## src/rtl/axi4_arb_pkg.sv

```systemverilog
// Shared AXI4 widths and response encodings for the two-requester read arbiter.
package axi4_arb_pkg;
  localparam int ID_W   = 5;
  localparam int SID_W  = ID_W + 1;
  localparam int DATA_W = 32;
  localparam int ADDR_W = 32;

  typedef enum logic [1:0] {
    RESP_OKAY   = 2'd0,
    RESP_EXOKAY = 2'd1,
    RESP_SLVERR = 2'd2,
    RESP_DECERR = 2'd3
  } axi_resp_e;
endpackage

```

## src/rtl/axi4_outstanding_counter.sv

```systemverilog
// Per-requester count of open read bursts; simultaneous inc/dec leaves it unchanged,
// and a decrement at zero is ignored.
module axi4_outstanding_counter #(
  parameter int MAX_OUTSTANDING = 4,
  localparam int CNT_W = $clog2(MAX_OUTSTANDING + 1)
) (
  input  logic clock,
  input  logic reset,
  input  logic inc,
  input  logic dec,
  output logic full,
  output logic empty
);
  logic [CNT_W-1:0] cnt_q, cnt_d;

  assign full  = (cnt_q == CNT_W'(MAX_OUTSTANDING));
  assign empty = (cnt_q == '0);

  always_comb begin
    cnt_d = cnt_q;
    if (inc && !dec) begin
      cnt_d = cnt_q + CNT_W'(1);
    end else if (dec && !inc && !empty) begin
      cnt_d = cnt_q - CNT_W'(1);
    end
  end

  always_ff @(posedge clock or posedge reset) begin
    if (reset) begin
      cnt_q <= '0;
    end else begin
      cnt_q <= cnt_d;
    end
  end
endmodule

```

## src/rtl/axi4_read_arbiter.sv

```systemverilog
// Round-robin merge of two AXI4 read requesters onto one downstream port; AR is
// registered (1 cycle), R is routed back combinationally by ID bit 5.
module axi4_read_arbiter
  import axi4_arb_pkg::*;
#(
  parameter int MAX_OUTSTANDING = 4
) (
  input  logic              clock,
  input  logic              reset,
  input  logic              m0_ar_valid,
  output logic              m0_ar_ready,
  input  logic [ADDR_W-1:0] m0_ar_addr,
  input  logic [ID_W-1:0]   m0_ar_id,
  output logic              m0_r_valid,
  input  logic              m0_r_ready,
  output logic [DATA_W-1:0] m0_r_data,
  output logic [ID_W-1:0]   m0_r_id,
  output logic [1:0]        m0_r_resp,
  output logic              m0_r_last,
  input  logic              m1_ar_valid,
  output logic              m1_ar_ready,
  input  logic [ADDR_W-1:0] m1_ar_addr,
  input  logic [ID_W-1:0]   m1_ar_id,
  output logic              m1_r_valid,
  input  logic              m1_r_ready,
  output logic [DATA_W-1:0] m1_r_data,
  output logic [ID_W-1:0]   m1_r_id,
  output logic [1:0]        m1_r_resp,
  output logic              m1_r_last,
  output logic              s_ar_valid,
  input  logic              s_ar_ready,
  output logic [ADDR_W-1:0] s_ar_addr,
  output logic [SID_W-1:0]  s_ar_id,
  input  logic              s_r_valid,
  output logic              s_r_ready,
  input  logic [DATA_W-1:0] s_r_data,
  input  logic [SID_W-1:0]  s_r_id,
  input  logic [1:0]        s_r_resp,
  input  logic              s_r_last
);
  logic [1:0]        full, empty, elig, gnt, ar_hs, r_dec;
  logic              load, r_last_hs;
  logic              ar_vld_q, ar_vld_d;
  logic [ADDR_W-1:0] ar_addr_q, ar_addr_d;
  logic [SID_W-1:0]  ar_id_q, ar_id_d;
  logic              last_q, last_d;  // 1: M1 was granted most recently

  assign elig = {m1_ar_valid & ~full[1], m0_ar_valid & ~full[0]};

  always_comb begin
    gnt = elig;
    if (&elig) begin
      gnt = last_q ? 2'b01 : 2'b10;
    end
  end

  assign load        = ~ar_vld_q | s_ar_ready;
  // Gating with reset drops ready the moment reset rises, before any edge.
  assign ar_hs       = reset ? 2'b00 : (gnt & {2{load}});
  assign m0_ar_ready = ar_hs[0];
  assign m1_ar_ready = ar_hs[1];

  always_comb begin
    ar_vld_d  = ar_vld_q;
    ar_addr_d = ar_addr_q;
    ar_id_d   = ar_id_q;
    last_d    = last_q;
    if (load) begin
      ar_vld_d = |ar_hs;
    end
    if (ar_hs[0]) begin
      ar_addr_d = m0_ar_addr;
      ar_id_d   = {1'b0, m0_ar_id};
      last_d    = 1'b0;
    end else if (ar_hs[1]) begin
      ar_addr_d = m1_ar_addr;
      ar_id_d   = {1'b1, m1_ar_id};
      last_d    = 1'b1;
    end
  end

  always_ff @(posedge clock or posedge reset) begin
    if (reset) begin
      ar_vld_q  <= 1'b0;
      ar_addr_q <= '0;
      ar_id_q   <= '0;
      last_q    <= 1'b1;
    end else begin
      ar_vld_q  <= ar_vld_d;
      ar_addr_q <= ar_addr_d;
      ar_id_q   <= ar_id_d;
      last_q    <= last_d;
    end
  end

  assign s_ar_valid = ar_vld_q;
  assign s_ar_addr  = ar_addr_q;
  assign s_ar_id    = ar_id_q;

  assign m0_r_valid = s_r_valid & ~s_r_id[SID_W-1];
  assign m1_r_valid = s_r_valid &  s_r_id[SID_W-1];
  assign m0_r_data  = s_r_data;
  assign m1_r_data  = s_r_data;
  assign m0_r_id    = s_r_id[ID_W-1:0];
  assign m1_r_id    = s_r_id[ID_W-1:0];
  assign m0_r_resp  = s_r_resp;
  assign m1_r_resp  = s_r_resp;
  assign m0_r_last  = s_r_last;
  assign m1_r_last  = s_r_last;
  assign s_r_ready  = s_r_id[SID_W-1] ? m1_r_ready : m0_r_ready;

  assign r_last_hs = s_r_valid & s_r_ready & s_r_last;
  assign r_dec     = {r_last_hs & s_r_id[SID_W-1], r_last_hs & ~s_r_id[SID_W-1]};

  axi4_outstanding_counter #(.MAX_OUTSTANDING(MAX_OUTSTANDING)) u_cnt0 (
    .clock(clock), .reset(reset), .inc(ar_hs[0]), .dec(r_dec[0]),
    .full(full[0]), .empty(empty[0])
  );

  axi4_outstanding_counter #(.MAX_OUTSTANDING(MAX_OUTSTANDING)) u_cnt1 (
    .clock(clock), .reset(reset), .inc(ar_hs[1]), .dec(r_dec[1]),
    .full(full[1]), .empty(empty[1])
  );

  // A last beat for a requester with nothing open is dropped; flag it.
  a_no_dec_on_empty: assert property (@(posedge clock) disable iff (reset)
    (r_dec & empty) == 2'b00);
endmodule

```

## config.mk

```make
export PLATFORM = sky130hd
export DESIGN_NAME = axi4_read_arbiter
export DESIGN_NICKNAME = d
export VERILOG_FILES = /design/src/rtl/axi4_arb_pkg.sv /design/src/rtl/axi4_outstanding_counter.sv /design/src/rtl/axi4_read_arbiter.sv
export SDC_FILE = /design/constraint.sdc
export NUM_CORES = 1
export LEC_CHECK = 0
export BUFFER_PORTS_ARGS = -buffer_cell sky130_fd_sc_hd__buf_2
export CORE_ASPECT_RATIO = 1.5
export CORE_UTILIZATION = 44
export DETAILED_ROUTE_END_ITERATION = 8
export PLACE_DENSITY = 0.92
export SLEW_MARGIN = 40
export SYNTH_ARGS = -nofsm -noshare
export SYNTH_HDL_FRONTEND = slang
export SYNTH_HIERARCHICAL = 1
export SYNTH_SLANG_ARGS = --single-unit
```

## constraint.sdc

```tcl
create_clock -name clock -period 4.1 [get_ports clock]
set_clock_uncertainty 0.2 [all_clocks]
set_input_delay 0.615 -clock clock [delete_from_list [all_inputs] [get_ports clock]]
set_output_delay 0.615 -clock clock [all_outputs]
set_load 0.01 [all_outputs]
```

**After elaboration in Yosys (flattened, before gate mapping)**

Index checks and enable logic that the tools add are counted.

- Flip-flop bits (word level): 46
- Input port bits: 123
- Word-level logic and storage cells: 59

- Add/subtract/negate cells: 4
- Bitwise logic cells: 14
- Equality and inequality tests: 2
- Reduce and logical (&&, ||, !) cells: 19
- Multiplexer cells: 14

Operators with widths:

| operator | count |
|---|---|
| $mux W32 | 2 |
| $mux W3 | 4 |
| $mux W6 | 2 |
| $and A1 B1 Y1 | 8 |
| $add A3 B1 Y3 const B | 2 |
| $eq A3 B3 Y1 const B | 2 |
| $logic_and A1 B1 Y1 | 6 |
| $logic_not A1 Y1 | 6 |
| $logic_not A3 Y1 | 2 |
| $mux W2 | 3 |
| $reduce_bool A2 Y1 | 3 |
| $sub A3 B1 Y3 const B | 2 |
| $not A1 Y1 | 4 |
| $mux W1 | 3 |
| $and A2 B2 Y2 | 1 |
| $reduce_and A2 Y1 | 1 |
| $reduce_or A2 Y1 | 1 |
| $or A1 B1 Y1 | 1 |

**Depth between registers and ports, before layout**

Gate-level depths: netlist of the first run.

- Depth in word-level cells: 12
- Gate-level depth with buffers: 10
- Mapped depth without buffers: 9

**Hierarchy**

Netlist of the first run, hierarchy kept.

Modules (own cells, without submodules):

| module | area an instance (um2) | cells each | times used |
|---|---|---|---|
| axi4_read_arbiter | 3,520.9 | 354 | 1 |
| axi4_outstanding_counter | 220.2 | 24 | 2 |

**Worst setup path before layout of the first run**

No wires, ideal clock.

- Kind: input -> register
- Start point: in s_ar_ready
- End point: reg u_cnt1.cnt_q[2]
- Data arrival time: 2,685 ps
- Path buffers: 2
- Stages on the path: 9
- Required time: 3,813 ps
- Setup slack: 1,128 ps
- Path through: nor2b_1 buf_6 buf_4 nor4_2 and2b_4 inv_1 fa_1 or3_1 a22oi_1

- Cells in the longest elaborated chain, start to end: 7

RTL lines:

| element | RTL line | source |
|---|---|---|
| start: declaration | axi4_read_arbiter.sv:31 | `input logic s_ar_ready,` |
| $or A1 B1 Y1 (*) | axi4_read_arbiter.sv:57 | `assign load = ~ar_vld_q \| s_ar_ready;` |
| $and A2 B2 Y2 (*) | axi4_read_arbiter.sv:59 | `assign ar_hs = reset ? 2'b00 : (gnt & {2{load}});` |
| $mux W2 (*) | axi4_read_arbiter.sv:59 |  |
| via m1_ar_ready | axi4_read_arbiter.sv:21 | `output logic m1_ar_ready,` |
| $logic_not A1 Y1 | axi4_outstanding_counter.sv:23 | `end else if (dec && !inc && !empty) begin` |
| $logic_and A1 B1 Y1 (2 in a row) | axi4_outstanding_counter.sv:23 |  |
| $reduce_bool A2 Y1 (no line) | n/a |  |
| end signal: assignment | axi4_outstanding_counter.sv:32 | `cnt_q <= cnt_d;` |
| end: declaration | axi4_outstanding_counter.sv:14 | `logic [CNT_W-1:0] cnt_q, cnt_d;` |

The timed path passes the listed nets; every way through them passes the cells marked *.
A chain may end at the register's enable or synchronous reset.

**Worst setup path after layout of the first run**

- Start point: reg u_cnt1.cnt_q[0]
- End point: out m0_ar_ready

- Cells in the longest elaborated chain, start to end: 7

RTL lines:

| element | RTL line | source |
|---|---|---|
| $eq A3 B3 Y1 | axi4_outstanding_counter.sv:16 | `assign full = (cnt_q == CNT_W'(MAX_OUTSTANDING));` |
| via full[1] | axi4_read_arbiter.sv:41 | `logic [1:0] full, empty, elig, gnt, ar_hs, r_dec;` |
| $not A1 Y1 | axi4_read_arbiter.sv:48 | `assign elig = {m1_ar_valid & ~full[1], m0_ar_valid & ~full[0]};` |
| $and A1 B1 Y1 | axi4_read_arbiter.sv:48 |  |
| $reduce_and A2 Y1 | axi4_read_arbiter.sv:52 | `if (&elig) begin` |
| $mux W2 | axi4_read_arbiter.sv:52 |  |
| $and A2 B2 Y2 | axi4_read_arbiter.sv:59 |  |
| $mux W2 | axi4_read_arbiter.sv:59 |  |
| end: declaration | axi4_read_arbiter.sv:11 | `output logic m0_ar_ready,` |

The timed path passes the listed nets, and every way through them passes these cells.

==> impl_metrics.toml, run 1 <==
[status]
outcome = "finished clean"

[power_and_ir_drop]
peakVddDrop_mv = 0.248
power.leakage_nw = 2.02
p_int_mw = 1.32
combinationalPowerShare_pct = 46.0
clkPwrFrac_pct = 18.2
pwr-share-seq_pct = 35.8
power_density_nw_per_um2 = 526
swShare_pct = 39.3
switchingPower_uw = 852

[routing]
drc = 0
wirelength_mm = 9.10
dr.pass1.iters = 4
drt_iter0_drc = 235
via_per_inst = 5.40
routedWlPerCell_um = 16.8
vias = 2927
final_antenna_net_count = 0

[placed_design]
place_inst = 535
portBuffers = 129
dp_hpwl_mm = 6.62
place_congestion = 0.793

[global_route]
grt_usage_pct = 19.6
grt_overflow_total = 0
grt_pass1_wl_mm = 14.5
grt_pass1_vias = 3032
grt_max_degree = 41
antenna_found_initial = 0

[cells_and_area]
n_antenna_cell = 0
num-nets-final = 557
drive_gt1_share_pct = 51.2
final_common_cell = "buf_2"
fin_cells = 542
syn2layout_area_growth_pct = 4.40
final_cell_mix = "129 x buf_2, 78 x inv_1, 45 x dfrtp_1, 37 x or3b_1, 37 x a221oi_2"

[setup_path]
r2r_cells = 9
cpMaxStageDelayCell = "buf_4"
r2r_slack_ps = 1060
reg2reg_to = "u_cnt1/cnt_q[2]"
crit_path_frequent_cell = "buf_4"
worstPathRequired_ps = 3280
r2r_start = "u_cnt0/cnt_q[0]"
start_kind = "flip-flop"
max_stage_delay_ps = 610
end_kind = "output pin"
path_max_fanout = 40
crit_arrival_ps = 2550
critPathKind = "flip-flop to output pin"
worstPathCellList = "nor2_1 > and2_1 > buf_4 > nor3b_1 > nor4_4 > buf_4 > buf_2"

[timing]
min_period_ps = 3370
hold_viol = 0
post-route-period-util_pct = 82.2
timing.fmax_mhz = 297
slew_viol_final = 0
fin_tns_setup_ps = 0
relSlewSlack_pct = 53.8
rsz0062_at_grt = "no"
tightest_slew_ps = 693
setup_viol = 0

[die]
io_pins = 247
die-area_sq_um = 9370
core_sq_um = 8780
die_w_um = 79.4
initial_core_util_pct = 45.0
dieHeight_um = 118
rows = 42

[clock_tree]
clk_latency_ps = 280
cts_inserted_buffers = 5
cts_hold_buf = 0
postCtsSetupBuffers = 0
clk_pin_slew_ps = 60
cts.sinks = 46
postCtsResizedCells = 0
tritoncts = "built"
root_buffer = "clkbuf_16"
htreeDepth = 2
clock_tree.buffer_depth = 2

[yosys]
yosys_warnings = 6
netlist_area_sq_um = 3950
synth_area_per_cell_sq_um = 9.88
synth_cells = 400
syn_nets = 525

[job]
cap_violations = 0

[min_path]
hp-class = "input pin to async pin"
worst max-delay path by stage:
stage                    start               to  slack [ps]
6_report       u_cnt1/cnt_q[0]      m0_ar_ready         730
5_1_grt        u_cnt1/cnt_q[0]      m0_ar_ready         610
4_1_cts        u_cnt1/cnt_q[0]      m0_ar_ready         760
3_5_place_dp       m1_ar_valid  u_cnt1/cnt_q[2]         760
3_3_place_gp       m1_ar_valid  u_cnt1/cnt_q[2]         950
2_1_floorplan       s_ar_ready  u_cnt1/cnt_q[2]        1130
final cells by class:
type	instances	area, sq um
clock inverter	2	10.0
timing repair buffer	134	683
tap	110	138
inverter	79	299
fill	796	4650
clock buffer	5	125
multi-input combinational	166	1720
sequential	46	1150
sequential cells by signal, indices dropped and copies added (netlist names):
name / cells
last_q: 1
u_cnt1/cnt_q: 3
s_ar_addr: 32
u_cnt0/cnt_q: 3
s_ar_valid: 1
s_ar_id: 6
metrics by stage:
stage               hold WS, ps  power, mW  instance area [sq um]  util (%)  worst slack (ps)
CTS                         177       2.19                   4130      47.0               757
detailed placement          289       1.79                   3990      45.5               758
finish                      185       2.17                   4130      47.0               731
global placement            284       1.73                   3990      45.4               955
global route                202       2.31                   4130      47.0               609
floorplan                   169       1.56                   3950         -              1130
routing by layer:
metal | routed length (um) | up-vias | part of all wire, % | track usage, %
met2 | 4780 | 137 | 52 | 33.6
met3 | 667 | 69 | 7.3 | 3.41
li1 | - | 1334 | - | -
met1 | 3030 | 1387 | 33 | 20.4
met4 | 633 | 0 | 7.0 | 16.1
met5 | 0 | - | 0 | 0
critical path: cells and delay by family (launching register included):
family	cells	cell delay [ps]
buffers and inverters	3	1160
and+or+nand+nor	4	650
DFF	1	440
power groups by stage:
stage	sequential, mW	clock, mW	combinational [mW]
floorplan	0.843	0	0.715
global placement	0.767	0	0.960
detailed placement	0.782	0	1.00
CTS	0.776	0.408	1.01
global route	0.798	0.426	1.09
finish	0.777	0.395	0.999
No activity file was read; power rests on OpenSTA's default activity.
==> inputs of run 2 (changes only) <==
Clock period 4.1 ns to 3.3 ns, I/O delays scaled along.
==> impl_metrics.toml, run 2 (synthesized netlist as in run 1, its figures left out) <==
[timing]
post-route-period-util_pct = 92.9
timing.fmax_mhz = 326
tightest_slew_ps = 710
setup_viol = 0
slew_viol_final = 0
min_period_ps = 3060
fin_tns_setup_ps = 0
relSlewSlack_pct = 52.7
hold_viol = 0
rsz0062_at_grt = "no"

[setup_path]
r2r_cells = 8
reg2reg_to = "u_cnt0/cnt_q[2]"
crit_arrival_ps = 2370
r2r_start = "u_cnt0/cnt_q[0]"
max_stage_delay_ps = 590
path_buf_inv = 2
critPathKind = "flip-flop to output pin"
path_max_fanout = 40
start_kind = "flip-flop"
worstPathRequired_ps = 2600
cpMaxStageDelayCell = "buf_4"
worstPathCellList = "nor2_1 > and2_1 > nand2b_1 > nor4_4 > buf_4 > buf_2"
cp_top_family = "buffers and inverters"
r2r_slack_ps = 510
end_kind = "output pin"

[cells_and_area]
n_antenna_cell = 0
drive_gt1_share_pct = 51.1
num-nets-final = 560
largest_reg_flops = 32
final_cell_mix = "129 x buf_2, 78 x inv_1, 45 x dfrtp_1, 37 x or3b_1, 37 x a221oi_2"
syn2layout_area_growth_pct = 5.26
final_common_cell = "buf_2"

[clock_tree]
tritoncts = "built"
postCtsSetupBuffers = 0
clk_latency_ps = 290
cts.sinks = 46
cts_hold_buf = 0
cts_inserted_buffers = 5
root_buffer = "clkbuf_16"
postCtsResizedCells = 0
htreeDepth = 2
clk_pin_slew_ps = 70
clock_tree.buffer_depth = 2

[routing]
wl_met3_um = 661
vias = 2967
dr.pass1.iters = 4
highest_layer = "met4"
wl_met2_mm = 4.86
routedWlPerCell_um = 17.6
wl_met1_mm = 3.40
drc = 0
final_antenna_net_count = 0
via_per_inst = 5.43
drt_iter0_drc = 167
wirelength_mm = 9.60

[power_and_ir_drop]
clkPwrFrac_pct = 18.7
combinationalPowerShare_pct = 46.0
power_density_nw_per_um2 = 660
peakVddDrop_mv = 0.346
power.total_mw = 2.75
swShare_pct = 39.2
power.leakage_nw = 2.04
pwr-share-seq_pct = 35.3
p_int_mw = 1.67
switchingPower_mw = 1.08

[placed_design]
place_congestion = 0.773
portBuffers = 129
dp_hpwl_mm = 6.67

[global_route]
grt_usage_pct = 21.0
grt_pass1_vias = 3182
antenna_found_initial = 0
grt_pass1_wl_mm = 15.3
grt_overflow_total = 0
grt_max_degree = 41

[die]
die_w_um = 79.4
initial_core_util_pct = 45.0
dieHeight_um = 118
core_sq_um = 8780
die-area_sq_um = 9370
rows = 42
io_pins = 247

[min_path]
hp-class = "input pin to async pin"

[status]
outcome = "finished clean"

[job]
cap_violations = 0
==> run 2: cell count changes in the layout (fill, tap and decap cells not counted) <==
cell / change
clkbuf_1: +2
buf_4: +3
clkinv_2: -2
clkbuf_8: +1
==> run 2: final cells by class <==
cell class,instances,area (sq um)
Fill cell,839,4620
Multi-Input combinational cell,166,1720
Sequential cell,46,1150
Timing Repair Buffer,137,706
Inverter,79,299
Clock buffer,8,146
Tap cell,110,138
==> run 2: power by group through the flow <==
stage / Clock [mW] / Combinational [mW] / Sequential (mW)
3_3_place_gp: 0 / 1.22 / 0.954
3_5_place_dp: 0 / 1.27 / 0.977
6_report: 0.514 / 1.26 / 0.970
2_1_floorplan: 0 / 0.888 / 1.05
5_1_grt: 0.551 / 1.37 / 0.999
4_1_cts: 0.529 / 1.28 / 0.967
==> run 2: through the flow <==
stage / hold WS (ps) / setup slack, ps / instance area, sq um / util, % / cells
CTS: 186 / 200 / 4160 / 47.4 / 546
global placement: 269 / 613 / 4010 / 45.7 / 538
finish: 187 / 235 / 4160 / 47.4 / 546
detailed placement: 264 / 498 / 4010 / 45.7 / 538
floorplan: 48.6 / 376 / 3950 / - / 400
global route: 206 / 68.7 / 4160 / 47.4 / 546
==> run 2: per-layer routing <==
metal,track usage (%),up-vias
li1,-,1342
met1,21.6,1417
met2,36.4,132
met3,4.19,76
met4,15.8,0
met5,0,-
==> run 2: worst max-delay path by stage <==
stage	startpoint	endpoint	slack [ps]	cells past startpoint
global placement	u_cnt0/cnt_q[0]	u_cnt0/cnt_q[2]	610	8
global route	u_cnt0/cnt_q[0]	m0_ar_ready	70	6
floorplan	u_cnt0/cnt_q[0]	u_cnt0/cnt_q[2]	380	10
detailed placement	u_cnt0/cnt_q[0]	u_cnt0/cnt_q[2]	500	8
CTS	u_cnt0/cnt_q[0]	m0_ar_ready	200	6
finish	u_cnt0/cnt_q[0]	m0_ar_ready	240	6
==> run 2: worst min-delay path: stages <==
cell,delay [ps]
buf_2,150
buf_4,230
inv_1,140
